### config.mk
export PLATFORM = sky130hd
export DESIGN_NAME = sysid_check_ctrl
export DESIGN_NICKNAME = d
export VERILOG_FILES = /design/src/rtl/sysid_pkg.sv /design/src/rtl/sysid_rd_timer.sv /design/src/rtl/sysid_check_ctrl.sv
export SDC_FILE = /design/constraint.sdc
export NUM_CORES = 1
export LEC_CHECK = 0
export ABC_AREA = 0
export BUFFER_PORTS_ARGS = -buffer_cell sky130_fd_sc_hd__buf_2
export CAP_MARGIN = 20
export CORE_MARGIN = 2
export CORE_UTILIZATION = 35
export DETAILED_ROUTE_END_ITERATION = 10
export GPL_ROUTABILITY_DRIVEN = 0
export GPL_TIMING_DRIVEN = 1
export PLACE_DENSITY = 0.58
export SYNTH_ARGS = -nofsm -noshare
export SYNTH_HDL_FRONTEND = slang
export SYNTH_SLANG_ARGS = --single-unit
### constraint.sdc
create_clock -name clock -period 2.1 [get_ports clock]
set_input_delay 0.42 -clock clock [delete_from_list [all_inputs] [get_ports clock]]
set_output_delay 0.42 -clock clock [all_outputs]
set_load 0.01 [all_outputs]
### src/rtl/sysid_pkg.sv
// Shared types and constants for the system-ID check controller.
package sysid_pkg;

  typedef enum logic [2:0] {
    ST_IDLE,
    ST_ID_REQ,
    ST_ID_WAIT,
    ST_TS_REQ,
    ST_TS_WAIT,
    ST_CHECK
  } sysid_state_t;

  // Word index on the system-ID slave
  localparam logic SYSID_ADDR_ID = 1'b0;
  localparam logic SYSID_ADDR_TS = 1'b1;

  // Bit positions when the status flags are mirrored into a CSR
  localparam int STAT_ID_OK   = 0;
  localparam int STAT_TS_OK   = 1;
  localparam int STAT_TIMEOUT = 2;
  localparam int STAT_BUSY    = 3;

endpackage

### src/rtl/sysid_rd_timer.sv
// Loadable down-counter; expired is high while the count sits at zero.
module sysid_rd_timer #(
  parameter int W = 16
) (
  input  logic         clock,
  input  logic         reset_n,
  input  logic         load,
  input  logic [W-1:0] load_val,
  input  logic         dec,
  output logic         expired
);

  logic [W-1:0] count;

  // Load has priority; decrement saturates at zero
  always_ff @(posedge clock) begin
    if (!reset_n)               count <= '0;
    else if (load)              count <= load_val;
    else if (dec && count != 0) count <= count - 1'b1;
  end

  assign expired = (count == '0);

endmodule

### src/rtl/sysid_check_ctrl.sv
// Avalon-MM read master: fetches sysid ID/timestamp words, compares them
// against build-time values and reports match / mismatch / timeout.
module sysid_check_ctrl
  import sysid_pkg::*;
#(
  parameter logic [31:0] EXP_ID      = 32'd8,
  parameter logic [31:0] EXP_TS      = 32'd1649580841,
  parameter int          TIMEOUT_CYC = 256,
  parameter int          RECHECK_CYC = 0
) (
  input  logic        clock,
  input  logic        reset_n,
  input  logic        start,
  output logic        avm_address,
  output logic        avm_read,
  input  logic        avm_waitrequest,
  input  logic        avm_readdatavalid,
  input  logic [31:0] avm_readdata,
  output logic        busy,
  output logic        done,
  output logic        id_ok,
  output logic        ts_ok,
  output logic        timeout_err,
  output logic [31:0] id_value,
  output logic [31:0] ts_value
);

  // Timers expire at zero, so load N-1 to get N cycles of run time
  localparam logic [15:0] TO_LOAD = 16'(TIMEOUT_CYC - 1);
  localparam logic [31:0] RC_LOAD = 32'((RECHECK_CYC > 0) ? RECHECK_CYC - 1 : 0);
  localparam bit          RC_EN   = (RECHECK_CYC > 0);

  sysid_state_t state;

  logic in_req, in_wait, rd_done;
  logic to_load, to_exp, abort;
  logic rc_load, rc_exp, rc_fire, rc_arm, go;

  assign in_req  = (state == ST_ID_REQ)  || (state == ST_TS_REQ);
  assign in_wait = (state == ST_ID_WAIT) || (state == ST_TS_WAIT);
  assign rd_done = in_wait && avm_readdatavalid;

  // A read that completes on the expiry edge still counts as completed
  assign abort   = to_exp && (in_req || (in_wait && !avm_readdatavalid));

  // Recheck only arms after a sequence has ended, never straight out of reset
  assign rc_fire = RC_EN && rc_arm && rc_exp && (state == ST_IDLE);
  assign go      = start || rc_fire;

  assign to_load = ((state == ST_IDLE) && go) ||
                   ((state == ST_ID_WAIT) && avm_readdatavalid);
  assign rc_load = (state == ST_CHECK) || abort || ((state == ST_IDLE) && start);

  sysid_rd_timer #(.W(16)) u_to_tmr (
    .clock    (clock),
    .reset_n  (reset_n),
    .load     (to_load),
    .load_val (TO_LOAD),
    .dec      (in_req || in_wait),
    .expired  (to_exp)
  );

  sysid_rd_timer #(.W(32)) u_rc_tmr (
    .clock    (clock),
    .reset_n  (reset_n),
    .load     (rc_load),
    .load_val (RC_LOAD),
    .dec      (state == ST_IDLE),
    .expired  (rc_exp)
  );

  // Sequencer FSM with registered bus and status outputs
  always_ff @(posedge clock) begin
    if (!reset_n) begin
      state       <= ST_IDLE;
      avm_read    <= 1'b0;
      avm_address <= SYSID_ADDR_ID;
      busy        <= 1'b0;
      done        <= 1'b0;
      id_ok       <= 1'b0;
      ts_ok       <= 1'b0;
      timeout_err <= 1'b0;
      id_value    <= '0;
      ts_value    <= '0;
      rc_arm      <= 1'b0;
    end else begin
      done <= 1'b0;
      if (abort) begin
        avm_read    <= 1'b0;
        avm_address <= SYSID_ADDR_ID;
        timeout_err <= 1'b1;
        done        <= 1'b1;
        busy        <= 1'b0;
        rc_arm      <= 1'b1;
        state       <= ST_IDLE;
      end else begin
        case (state)
          ST_IDLE: if (go) begin
            busy        <= 1'b1;
            id_ok       <= 1'b0;
            ts_ok       <= 1'b0;
            timeout_err <= 1'b0;
            avm_read    <= 1'b1;
            avm_address <= SYSID_ADDR_ID;
            state       <= ST_ID_REQ;
          end
          ST_ID_REQ: if (!avm_waitrequest) begin
            avm_read <= 1'b0;
            state    <= ST_ID_WAIT;
          end
          ST_ID_WAIT: if (rd_done) begin
            id_value    <= avm_readdata;
            avm_read    <= 1'b1;
            avm_address <= SYSID_ADDR_TS;
            state       <= ST_TS_REQ;
          end
          ST_TS_REQ: if (!avm_waitrequest) begin
            avm_read <= 1'b0;
            state    <= ST_TS_WAIT;
          end
          ST_TS_WAIT: if (rd_done) begin
            ts_value <= avm_readdata;
            state    <= ST_CHECK;
          end
          ST_CHECK: begin
            id_ok       <= (id_value == EXP_ID);
            ts_ok       <= (ts_value == EXP_TS);
            done        <= 1'b1;
            busy        <= 1'b0;
            avm_address <= SYSID_ADDR_ID;
            rc_arm      <= 1'b1;
            state       <= ST_IDLE;
          end
          default: state <= ST_IDLE;
        endcase
      end
    end
  end

endmodule

==> metrics.md <==
| Metric | Value |
|---|---|
| Worst slew pin tran | ~0.63 ns |
| Root Buffer | clkbuf_8 |
| Worst-Skew Late Latency | 0.35 ns |
| Routed wl met2 | around 5000 um |
| Initial antenna violation count | 0 |
| CTS resizes | 0 |
| Worst VDD drop | 0.3732 mV |
| Yosys warnings | 0 |
| PwrDens | approximately 760 mW/mm^2 |
| Status | complete, no violations |
| Hold WS | ~0.3 ns |
| Chip Height | 107.8 um |
| Leakage power | 1.867 nW |
| Mux cell area share after synthesis | 1.326% |
| IO buf count | 107 |
| Final core occ | 45.31% |
| Critical Path RT | between 2 and 2.5 ns |
| Final WS setup | 0.1426 ns |
| Most frequent cells in the layout | nand2_1, buf_2, dfxtp_1 |
| Crit Path Max Fanout | 8 |
| Setup_tns | 0 ns |
| CTS clk-pin slew, worst paths | 0.09 ns |
| Post-Syn Nets | just over 500 |
| Total gr overflow | 0 |
| Placement Setup Slack | 0.1714 ns |
| Commonest non-fill, non-tap cell in the layout | nand2_1 |
| Final setup fails | 0 |
| Critical Path End Type | flip-flop |
| # hold bufs at CTS | 0 |
| Post-Syn Area | 0.003774 mm^2 |
| Post-Synth Adder-Cell Area | less than 1% |
| Largest net degree at the start of global routing | 78 |
| Highest routed layer | met4 |
| ANT nets after route | 0 |
| Synth Register Bits | 90 |
| Synth cell types | 51 |
| Sw power | 0.9443 mW |
| Compound-Gate Fraction of Synth Area | 16.61% |
| Clock Sinks | 90 |
| Met3 Wirelength | 722 um |
| Combinational fraction of design power | 13.1% |
| Final period util | 93.21% |
| Die ar. | 0.01163 mm^2 |
| Setup Crit Path Kind | reg -> reg |
| Setup bufs post-CTS | 0 |
| Minimum clock period after layout | 1.957 ns |
| Share of cells above drive strength 1 | between 20% and 30% |
| TritonRoute pass-1 iters | 4 |
| DR iter-0 viols | 162 |
| P_int | 2.647 mW |
| Area grow syn2layout | 25.07% |
| Register Area | 0.001802 mm^2 |
| Via count | 3,694 |
| DP Area | 0.004502 mm^2 |
| Main combinational cell family by area after synthesis | simple AND/OR/NAND/NOR gates |
| Endpoints failing hold | 0 |
| CTS tree | yes |
| # rows | 37 |
| Primary FF master, synth | dfxtp_1 |
| Clk pwr share | 36.1% |
| Post-Syn Area per Cell | 8.029 um^2 |
| Synth Area in XOR/XNOR | less than 1% |
| Register area share after synthesis | 47.75% |
| Wire length per cell | between 10 and 15 um |
| Sw frac | a little over a quarter |
| Hpwl dp | 7467 um |
| DRC | 0 |
| Cts bufs inserted | 9 |
| I/O pins | 108 |
| Max Cap Viol | 0 |
| Vias per Instance | 5.152 |
| Area of the multi-input gates | 0.001815 mm^2 |
| Area of the core | 0.01042 mm^2 |
| RSZ-0062 raised after global routing | false |
| Layout fillers | 1,065 |
| Crit path launch type | flip-flop |
| Starting Density | 36.23% |
| Final Cell Area | 0.004720 mm^2 |
| Seq pwr share | approximately half |
| Max-slew headroom | roughly 57% |
| Clock Path Buffers | 2 |
| Hold crit path type | in -> reg |
| Clock skew | just under 0.008 ns |
| Final Slew Violations | 0 |
| Die span in x | 107.8 um |
| Overall routing resource usage | 18.51% |
| Total length of routed wires | 10,520 um |
| Simple-gate share of the synthesized area | 29.61% |
| First-pass GRT wire length | 16,970 um |
| CTS H-tree depth | 3 |
| Final #Nets | roughly 610 |
| Syn Inst Count | 470 |
| Reg-to-reg slack, setup | 0.14 ns |
| EDFF count, synth | 0 |
| Ant diodes | 0 |
| Asr flop ratio synth | 0% |
| Post-Route M1 WL | around 4800 um |
| Fmax | 510.9 MHz |
| Vias in the first global route | around 3,400 |
| Crit path DAT | around 2.2 ns |
==> Yosys cell counts, types with 4 or more instances <==
cell type  number  area share (%)
a21oi_1        72             9.5
nand3_1         5            0.66
nand2b_1        5            0.83
or3_1           6            0.99
o31ai_1         5            0.99
mux2i_1         5             1.3
nor2_1         10            0.99
inv_1           6            0.60
nor4_1         14             2.3
a31oi_1         7             1.2
nor3_1          5            0.66
o21a_1          4            0.80
clkbuf_1       26             2.6
nand2_1       144              14
dfxtp_1        90              48
o21ai_0         8             1.1
nor4b_1         7             1.6
or4_1           6             1.2
==> registers in the layout, indices dropped and copies added, names as in the netlist <==
register	flops
id_value	32
ts_value	32
u_to_tmr.count	16
state	3
avm_address	1
avm_read	1
busy	1
done	1
id_ok	1
timeout_err	1
ts_ok	1
==> per-layer routing <==
layer,up-vias,track usage (%)
li1,1856,-
met1,1728,24.59
met2,100,29.02
met3,10,5.024
met4,0,6.227
met5,-,0
==> critical path, stage by stage, from the launching register on <==
cell and delay, ns:
dfxtp_1 0.34, inv_1 0.06, ha_1 0.21, nor3b_1 0.15
and4_1 0.28, buf_4 0.19, or4_1 0.47, a31oi_1 0.18
==> area by class of cell <==
| class | count | share of cell area [%] |
|---|---|---|
| clock buffer | 11 | 2.784 |
| inverter | 7 | 0.5567 |
| clock inverter | 5 | 1.829 |
| multi-input combinational | 344 | 38.47 |
| sequential | 90 | 38.18 |
| tap | 136 | 3.606 |
| timing repair buffer | 124 | 14.58 |
==> logic make-up (layout without fill, tap and decap cells) <==
logic type | count (synthesis) | count (layout)
buf+inv | 36 | 147
xor+xnor | 1 | 1
flops | 90 | 90
simple gates | 229 | 229
compound gates | 108 | 108
fa+ha+maj | 1 | 1
mux | 5 | 5
==> stage by stage <==
| stage | total power, mW | instances |
|---|---|---|
| 2_1_floorplan | 2.149 | 470 |
| 3_3_place_gp | 2.328 | 701 |
| 3_5_place_dp | 2.336 | 701 |
| 4_1_cts | 3.637 | 717 |
| 5_1_grt | 3.775 | 717 |
| 6_report | 3.592 | 717 |
==> power groups by stage <==
stage	Sequential, mW	Clock, mW	Combinational (mW)
floorplan	1.86	0	0.288
global placement	1.86	0	0.469
detailed placement	1.86	0	0.475
CTS	1.82	1.34	0.475
global route	1.83	1.42	0.525
finish	1.82	1.30	0.472
==> final timing paths <==
| path | start | to | depth (start not counted) |
|---|---|---|---|
| max | u_to_tmr.count[0] | u_to_tmr.count[4] | 7 |
| min | avm_readdata[6] | id_value[6] | 3 |
| max reg2reg | u_to_tmr.count[0] | u_to_tmr.count[4] | 7 |
| min reg2reg | ts_ok | ts_ok | 2 |
Note: power is estimated with default switching activity, not from simulation.
